`config.mk`:
```
export PLATFORM = sky130hd
export DESIGN_NAME = uart_buffered
export DESIGN_NICKNAME = d
export VERILOG_FILES = /design/src/rtl/uart_pkg.sv /design/src/rtl/uart_rx_fifo.sv /design/src/rtl/uart_buffered.sv
export SDC_FILE = /design/constraint.sdc
export NUM_CORES = 1
export LEC_CHECK = 0
export CELL_PAD_IN_SITES_DETAIL_PLACEMENT = 0
export CELL_PAD_IN_SITES_GLOBAL_PLACEMENT = 1
export CORE_AREA = 8 8 96 98
export CTS_BUF_LIST = sky130_fd_sc_hd__clkbuf_4 sky130_fd_sc_hd__clkbuf_8 sky130_fd_sc_hd__clkbuf_16
export DETAILED_ROUTE_END_ITERATION = 10
export DIE_AREA = 0 0 104 106
export DONT_BUFFER_PORTS = 1
export GPL_TIMING_DRIVEN = 0
export MAX_ROUTING_LAYER = met4
export PLACE_DENSITY = 0.87
export SKIP_CTS_REPAIR_TIMING = 1
export SYNTH_ARGS = -nofsm -noshare
export SYNTH_HDL_FRONTEND = slang
export SYNTH_SLANG_ARGS = --single-unit
```
`constraint.sdc`:
```
create_clock -name clk -period 5.7 [get_ports clk]
set_input_delay 0.855 -clock clk [delete_from_list [all_inputs] [get_ports clk]]
set_output_delay 0.855 -clock clk [all_outputs]
set_load 0.01 [all_outputs]
```
`src/rtl/uart_pkg.sv`:
```
// uart_pkg: baud divisor helper and FSM state encodings shared by the
// uart_buffered design.
package uart_pkg;

    typedef enum logic [1:0] {TX_IDLE, TX_START, TX_DATA, TX_STOP} tx_state_t;
    typedef enum logic [1:0] {RX_IDLE, RX_START, RX_DATA, RX_STOP} rx_state_t;
    typedef enum logic {IRQ_IDLE, IRQ_PENDING} irq_state_t;

    function automatic int calc_div(input int clk_hz, input int baud);
        return (clk_hz + baud / 2) / baud;
    endfunction

endpackage

```
`src/rtl/uart_rx_fifo.sv`:
```
// uart_rx_fifo: receive word FIFO; a push into a full FIFO is accepted only
// when a pop happens in the same cycle.
module uart_rx_fifo #(
    parameter int DATA_W     = 8,
    parameter int FIFO_DEPTH = 4
) (
    input  logic              clk,
    input  logic              reset,
    input  logic              push,
    input  logic              pop,
    input  logic [DATA_W-1:0] din,
    output logic [DATA_W-1:0] head,
    output logic              full,
    output logic              empty
);
    localparam int AW = $clog2(FIFO_DEPTH);

    logic [DATA_W-1:0] mem [FIFO_DEPTH];
    logic [AW-1:0]     wp, rp;
    logic [AW:0]       cnt;
    logic              do_push, do_pop;

    assign empty   = cnt == '0;
    assign full    = cnt == (AW+1)'(FIFO_DEPTH);
    assign do_pop  = pop && !empty;
    assign do_push = push && (!full || do_pop);
    assign head    = mem[rp];

    always_ff @(posedge clk)
        if (do_push) mem[wp] <= din;

    always_ff @(posedge clk) begin
        if (reset) begin
            wp  <= '0;
            rp  <= '0;
            cnt <= '0;
        end else begin
            wp  <= wp + AW'(do_push);
            rp  <= rp + AW'(do_pop);
            cnt <= cnt + (AW+1)'(do_push) - (AW+1)'(do_pop);
        end
    end

endmodule

```
`src/rtl/uart_buffered.sv`:
```
// uart_buffered: 8N1-style UART with a receive FIFO, sticky error flags and a
// receive interrupt acknowledged by a register write.
module uart_buffered
    import uart_pkg::*;
#(
    parameter int          CLK_HZ     = 50000000,
    parameter int          BAUD       = 115200,
    parameter int          DATA_W     = 8,
    parameter int          FIFO_DEPTH = 4,
    parameter logic [7:0]  IRQ_ADDR   = 8'd252
) (
    input  logic              clk,
    input  logic              reset,
    input  logic              rx,
    output logic              tx,
    input  logic [DATA_W-1:0] tx_data,
    input  logic              tx_valid,
    output logic              tx_busy,
    output logic [DATA_W-1:0] rx_data,
    output logic              rx_valid,
    input  logic              rx_pop,
    input  logic [7:0]        access_addr,
    input  logic              reg_w_en,
    output logic              int_req,
    output logic              rx_overrun,
    output logic              rx_frame_err
);
    localparam int DIV  = calc_div(CLK_HZ, BAUD);
    localparam int HALF = DIV / 2;
    localparam int CW   = $clog2(DIV);
    localparam int BW   = $clog2(DATA_W + 1);

    tx_state_t         tx_st, tx_nx;
    logic [CW-1:0]     tx_cnt;
    logic [BW-1:0]     tx_idx;
    logic [DATA_W-1:0] tx_sh;
    logic              tx_tick;

    assign tx_tick = tx_cnt == CW'(DIV - 1);
    assign tx_busy = tx_st != TX_IDLE;
    assign tx      = (tx_st == TX_START) ? 1'b0 : (tx_st == TX_DATA) ? tx_sh[0] : 1'b1;

    always_comb begin
        tx_nx = tx_st;
        case (tx_st)
            TX_IDLE:  if (tx_valid) tx_nx = TX_START;
            TX_START: if (tx_tick) tx_nx = TX_DATA;
            TX_DATA:  if (tx_tick && tx_idx == BW'(DATA_W - 1)) tx_nx = TX_STOP;
            TX_STOP:  if (tx_tick) tx_nx = TX_IDLE;
            default:  tx_nx = TX_IDLE;
        endcase
    end

    always_ff @(posedge clk) begin
        if (reset) begin
            tx_st  <= TX_IDLE;
            tx_cnt <= '0;
            tx_idx <= '0;
            tx_sh  <= '0;
        end else begin
            tx_st  <= tx_nx;
            tx_cnt <= (tx_st == TX_IDLE || tx_tick) ? '0 : tx_cnt + CW'(1);
            tx_idx <= (tx_st != TX_DATA) ? '0 : tx_tick ? tx_idx + BW'(1) : tx_idx;
            if (tx_st == TX_IDLE && tx_valid) tx_sh <= tx_data;
            else if (tx_st == TX_DATA && tx_tick) tx_sh <= tx_sh >> 1;
        end
    end

    rx_state_t         rx_st, rx_nx;
    logic [1:0]        sync;
    logic              rx_s, rx_d, rx_fall, rx_tick, rx_half, rx_brk;
    logic [CW-1:0]     rx_cnt;
    logic [BW-1:0]     rx_idx;
    logic [DATA_W-1:0] rx_sh;
    logic              push_q, full, empty, push_ok, ovr_set, ferr_set, ack;
    irq_state_t        irq_st, irq_nx;

    assign rx_s    = sync[1];
    assign rx_fall = rx_d && !rx_s;
    assign rx_tick = rx_cnt == CW'(DIV - 1);
    assign rx_half = rx_cnt == CW'(HALF - 1);

    always_comb begin
        rx_nx = rx_st;
        case (rx_st)
            RX_IDLE:  if (rx_fall) rx_nx = RX_START;
            RX_START: if (rx_half) rx_nx = rx_s ? RX_IDLE : RX_DATA;
            RX_DATA:  if (rx_tick && rx_idx == BW'(DATA_W - 1)) rx_nx = RX_STOP;
            RX_STOP:  if (rx_tick && rx_s) rx_nx = RX_IDLE;
            default:  rx_nx = RX_IDLE;
        endcase
    end

    // A low stop bit parks the counter on the sample point until the line idles.
    always_ff @(posedge clk) begin
        if (reset) begin
            sync   <= 2'b11;
            rx_d   <= 1'b1;
            rx_st  <= RX_IDLE;
            rx_cnt <= '0;
            rx_idx <= '0;
            rx_sh  <= '0;
            rx_brk <= 1'b0;
            push_q <= 1'b0;
        end else begin
            sync   <= {sync[0], rx};
            rx_d   <= rx_s;
            rx_st  <= rx_nx;
            rx_cnt <= (rx_st != rx_nx || rx_st == RX_IDLE || (rx_st == RX_DATA && rx_tick)) ? '0
                    : (rx_st == RX_STOP && rx_tick) ? rx_cnt : rx_cnt + CW'(1);
            rx_idx <= (rx_st != RX_DATA) ? '0 : rx_tick ? rx_idx + BW'(1) : rx_idx;
            if (rx_st == RX_DATA && rx_tick) rx_sh <= {rx_s, rx_sh[DATA_W-1:1]};
            rx_brk <= rx_st == RX_STOP && rx_tick && !rx_s;
            push_q <= rx_st == RX_STOP && rx_tick && rx_s && !rx_brk;
        end
    end

    uart_rx_fifo #(.DATA_W(DATA_W), .FIFO_DEPTH(FIFO_DEPTH)) u_fifo (
        .clk   (clk),
        .reset (reset),
        .push  (push_q),
        .pop   (rx_pop),
        .din   (rx_sh),
        .head  (rx_data),
        .full  (full),
        .empty (empty)
    );

    assign rx_valid = !empty;
    assign push_ok  = push_q && (!full || rx_pop);
    assign ovr_set  = push_q && full && !rx_pop;
    assign ferr_set = rx_st == RX_STOP && rx_tick && !rx_s && !rx_brk;
    assign ack      = reg_w_en && access_addr == IRQ_ADDR;
    assign int_req  = irq_st == IRQ_PENDING;

    always_comb begin
        irq_nx = push_ok ? IRQ_PENDING : ack ? IRQ_IDLE : irq_st;
    end

    always_ff @(posedge clk) begin
        if (reset) begin
            irq_st       <= IRQ_IDLE;
            rx_overrun   <= 1'b0;
            rx_frame_err <= 1'b0;
        end else begin
            irq_st       <= irq_nx;
            rx_overrun   <= ovr_set ? 1'b1 : ack ? 1'b0 : rx_overrun;
            rx_frame_err <= ferr_set ? 1'b1 : ack ? 1'b0 : rx_frame_err;
        end
    end

endmodule

```
==> results.toml, run 1 <==
[worst_setup_path]
path_class = "reg -> out"
r2r_end = "u_fifo.cnt[2]"
cp_cell_sequence = "buf_2, mux4_2"
r2r_cells = 10
cpPeakStageDelay_ps = 600
worstPathRequired_ps = 4850
critPathCaptureType = "primary output"
crit_path_start_kind = "register"
cp.arrival_ps = 1580
cpMaxStageDelayCell = "mux4_2"
worst-path-max-fanout = 8
ff2ff_setup_slack_ps = 3320
r2r_start = "u_fifo.cnt[1]"

[clocking]
htree_num_levels = 3
cts_tree = "done"
clock_latency_ps = 350
path_clk_slew_ps = 90
clk_path_buf_depth = 2
cts.sink_count = 93
cts_made_buffers = 9
cts_root_buffer = "clkbuf_8"

[die]
rows = 33
core_mm2 = 0.00785
start_util_pct = 51.0
ios = 36
die_y_um = 106
die-area_mm2 = 0.0110
dieWidth_um = 104

[synthesis]
yosysUniqueCellTypes = 53
yosys.area_share.simple_pct = 18.4
muxShareOfSynthArea_pct = 7.00
synth_top_family_by_area = "simple AND/OR/NAND/NOR gates"
synth_edf_count = 32
synth-compound-area-share_pct = 6.13
synthTopCellsByArea = "dfxtp_1, edfxtp_1, nor2_1"
synth_cells = 351
synth_top_area_share_pct = 30.5
syn_nets = 390
ys_seq_elements = 93
synthXorXnorAreaFrac_pct = 5.25
yosysWarnings = 0
netlist_area_mm2 = 0.00400
syn_area_per_cell_um2 = 11.4
synth_ff_type = "dfxtp_1"
async_reset_ff_share_pct = 0
seq_area_frac_synth_pct = 54.5
synth_top_cell_by_area = "dfxtp_1"
synth_adder_area_share_pct = 5.50

[cells_and_area]
area_growth_pct = 9.35
layout_commonest_cell = "dfxtp_1"
finalNetCount = 401
post-route-util_pct = 55.8
final_layout_size_suffix_gt1_share_pct = 11.7
final_cell_mix = "dfxtp_1, nor2_1, edfxtp_1, nand2_1, nand3_1"
antennaDiodeCount = 0

[timing]
fmax_mhz = 411
worstMarginPinSlew_ps = 1220
hold_viol_final = 0
skew_ps = 10.7
slew_violations = 0
period_minus_slack_ps = 2430
rsz0062_at_grt = "no"
post-route-period-util_pct = 42.7
setup_viol = 0
slew_headroom_pct = 17.7
setup_tns_ps = 0

[placed_design]
routabilityCongestion = 0.799
port_buffers = 0
hpwlAfterDp_um = 5200

[power]
finalPower_mw = 1.62
power_per_cell_area_mw_per_mm2 = 370
ir_drop_mv = 0.171
p_leak_nw = 1.49

[route]
avgRoutedWirePerCell_um = 14.9
route.vias.total = 2479
drt-total-wl_um = 7030
drt_pass1_iterations = 4
drt-initial-drc-count = 144
ant_nets = 0
via_per_inst = 5.25
drt_drc_violations_left = 0

[grt]
grt_max_degree = 17
gr-total-overflow = 0
antenna_found_initial = 0
grt.total_usage_pct = 14.0
grt_pass1_wl_um = 12200
grt_pass1_vias = 2518

[hold_path]
min_to = "push_q"
hold_depth = 1
hp-class = "reg -> reg"
min_from = "rx_brk"

[flow_run]
drv_cap = 0

[outcome]
status = "completed"
-- how the worst max path moves through the flow --
stage	to	startpoint	cells after the start	slack (ps)
finish	rx_data[7]	u_fifo.rp[0]	2	3270
detailed placement	u_fifo.mem[2][5]	rx_pop	3	3140
global placement	u_fifo.mem[2][4]	rx_pop	3	3120
global route	rx_data[3]	u_fifo.rp[0]	2	3150
floorplan	u_fifo.cnt[2]	rx_pop	9	3410
CTS	rx_data[3]	u_fifo.rp[0]	2	3230
-- area by class of cell --
type | instances | area (µm²)
fill | 656 | 3470
sequential | 93 | 2180
multi-input combinational | 227 | 1690
tap | 105 | 131
clock buffer | 9 | 124
clock inverter | 7 | 119
inverter | 18 | 67.6
buffer | 13 | 58.8
-- synthesized netlist by cell type (3+ instances only) --
cell type,instances
dfxtp_1,61
nor2_1,54
edfxtp_1,32
nand2_1,22
nand3_1,20
xnor2_1,18
inv_1,17
ha_1,16
mux2i_1,10
mux4_2,8
nor3_1,8
a21oi_1,7
a311oi_1,7
clkbuf_1,7
xor2_1,6
buf_2,5
nor2b_1,4
and3_1,3
o21ai_0,3
or2_2,3
or3_1,3
-- report_power, final --
| group | internal (mW) | switching (mW) | total [mW] |
|---|---|---|---|
| Combinational | 0.150 | 0.194 | 0.344 |
| Clock | 0.293 | 0.224 | 0.516 |
| Sequential | 0.726 | 0.0334 | 0.759 |
-- stage by stage --
stage	setup WS [ps]	instance area [µm²]	cells	hold slack [ps]
3_3_place_gp	3120	4130	456	395
3_5_place_dp	3140	4130	456	403
4_1_cts	3230	4380	472	421
2_1_floorplan	3410	4000	351	389
6_report	3270	4380	472	420
5_1_grt	3150	4380	472	432
-- state kept, by name, indices dropped and copies added, names as in the netlist --
| name | cells |
|---|---|
| u_fifo.mem | 32 |
| rx_cnt | 9 |
| tx_cnt | 9 |
| rx_sh | 8 |
| tx_sh | 8 |
| rx_idx | 4 |
| tx_idx | 4 |
| u_fifo.cnt | 3 |
| rx_st | 2 |
| sync | 2 |
| tx_st | 2 |
| u_fifo.rp | 2 |
| u_fifo.wp | 2 |
| int_req | 1 |
| push_q | 1 |
| rx_brk | 1 |
| rx_d | 1 |
| rx_frame_err | 1 |
| rx_overrun | 1 |
-- worst max-delay path: cells and delay by family (launching register included) --
kind | cells | cell delay [ps]
buffers and inverters | 1 | 280
multiplexers | 1 | 600
flip-flops | 1 | 350
-- routing by layer --
metal	global-route usage [%]	part of all wire, %
met3	3.63	3.7
met4	5.27	0.93
met5	-	0
met1	16.3	45
met2	22.9	50
-- logic make-up after synthesis --
family	Yosys count
flops	93
mux	18
compound gates	30
fa+ha+maj	17
buf+inv	31
xor+xnor	24
simple gates	138
(Power assumes the default switching activity.)
==> run 2: changes to the inputs <==
- CORE_AREA: 8 8 96 98 -> 8 8 99 101
- DIE_AREA: 0 0 104 106 -> 0 0 107 109
- PLACE_DENSITY: 0.87 -> 0.82
- clock period: 5.7 -> 2.5 ns (I/O delays scaled with it)
==> run 2 against run 1 <==
  * Non-clock buffer count stayed put
  * Clock skew down 3.0 ps
  * Global-route usage down 0.77 points
  * Sequential power grew 130%
  * Die area grew 5.8%
  * Core utilization is 3.1 points lower
  * Via count up 0.69%
  * Count of clock-buffer cells in the layout is the same
  * Clock power increased to 2.5 times the previous value
==> results.toml, run 2 (synthesis gave the netlist of run 1 again) <==
[cells_and_area]
layout_commonest_cell = "dfxtp_1"
antennaDiodeCount = 0
area_growth_pct = 10.3
largest_register = "u_fifo.mem"
largest_register_ffs = 32
reg_top3 = "u_fifo.mem: 32 flops, rx_cnt: 9 flops, tx_cnt: 9 flops"
final_cell_mix = "dfxtp_1, nor2_1, edfxtp_1, nand2_1, nand3_1"
finalNetCount = 401
final_layout_size_suffix_gt1_share_pct = 12.8

[worst_setup_path]
crit_path_start_kind = "register"
critPathCaptureType = "register"
crit_family = "adder cells"
cp.arrival_ps = 2580
worst-path-max-fanout = 4
path_class = "reg -> reg"
cpMaxStageDelayCell = "or3_4"
critical_path_buf_inv_count = 2
cp_cell_sequence = "or3_4, and2_1, ha_1, inv_1, ha_1, inv_1, fa_1, xor2_1, xnor2_1, nor2_1"
worstPathRequired_ps = 2730
cpPeakStageDelay_ps = 410

[timing]
post-route-period-util_pct = 94.2
whs_ps = 129
fmax_mhz = 425
period_minus_slack_ps = 2350
worstMarginPinSlew_ps = 1160
rsz0062_at_grt = "no"
setup_tns_ps = 0
hold_viol_final = 0
skew_ps = 7.67
slew_headroom_pct = 22.1
setup_viol = 0
slew_violations = 0

[grt]
antenna_found_initial = 0
grt_pass1_wl_um = 11900
gr-total-overflow = 0
grt_max_degree = 17
grt.total_usage_pct = 13.2
grt_pass1_vias = 2473

[route]
avgRoutedWirePerCell_um = 14.7
ant_nets = 0
drt_pass1_iterations = 4
route.vias.total = 2496
wl_met3_um = 231
met2_length_um = 3430
drt-total-wl_um = 6990
dr.max_layer_used = "met4"
wl_met1_um = 3260
drt_drc_violations_left = 0
via_per_inst = 5.25
drt-initial-drc-count = 103

[power]
p_leak_nw = 1.51
ir_drop_mv = 0.340
finalPower_mw = 3.83
power_per_cell_area_mw_per_mm2 = 867

[flow_run]
drv_cap = 0

[outcome]
status = "completed"

[clocking]
path_clk_slew_ps = 90
cts_tree = "done"
htree_num_levels = 3
cts_made_buffers = 9
clk_path_buf_depth = 2
cts.sink_count = 93
cts_root_buffer = "clkbuf_8"
clock_latency_ps = 340

[die]
core_mm2 = 0.00838
die_y_um = 109
ios = 36
dieWidth_um = 107
start_util_pct = 47.8
die-area_mm2 = 0.0117
rows = 34

[placed_design]
port_buffers = 0
hpwlAfterDp_um = 5050
routabilityCongestion = 0.753

[hold_path]
hp-class = "in -> reg"
[run 2: area by class of cell]
cell class | count | area [µm²]
inverters | 18 | 67.6
clock inverters | 7 | 143
fillers | 747 | 3970
clock buffers | 9 | 124
well taps | 108 | 135
multi-input cells | 227 | 1700
plain buffers | 13 | 58.8
flip-flops and latches | 93 | 2180
[run 2: final timing paths]
| check | start | to | slack, ps | cells past startpoint |
|---|---|---|---|---|
| worst max-delay path | u_fifo.cnt[1] | u_fifo.cnt[2] | 150 | 10 |
| worst min-delay path | rx | sync[0] | 130 | 1 |
| worst max register to register | u_fifo.cnt[1] | u_fifo.cnt[2] | 150 | 10 |
| worst min register to register | sync[0] | sync[1] | 420 | 1 |
[run 2: through the flow]
step,cells,setup WS [ps],area (µm²),utilization (%)
6_report,475,146,4420,52.7
5_1_grt,475,7.87,4420,52.7
4_1_cts,475,51.1,4400,52.6
3_5_place_dp,459,86.3,4140,49.4
3_3_place_gp,459,136,4140,49.4
2_1_floorplan,351,245,4000,-
[run 2: power by group]
group / internal [mW] / switching [mW]
combinational: 0.352 / 0.452
clock: 0.770 / 0.519
sequential: 1.66 / 0.0768
[run 2: layer usage]
metal  vias to the layer above  global-route usage (%)
li1                       1259                       -
met1                      1198                    15.7
met5                         -                       -
met4                         0                    4.22
met3                         5                    3.31
met2                        34                    21.5
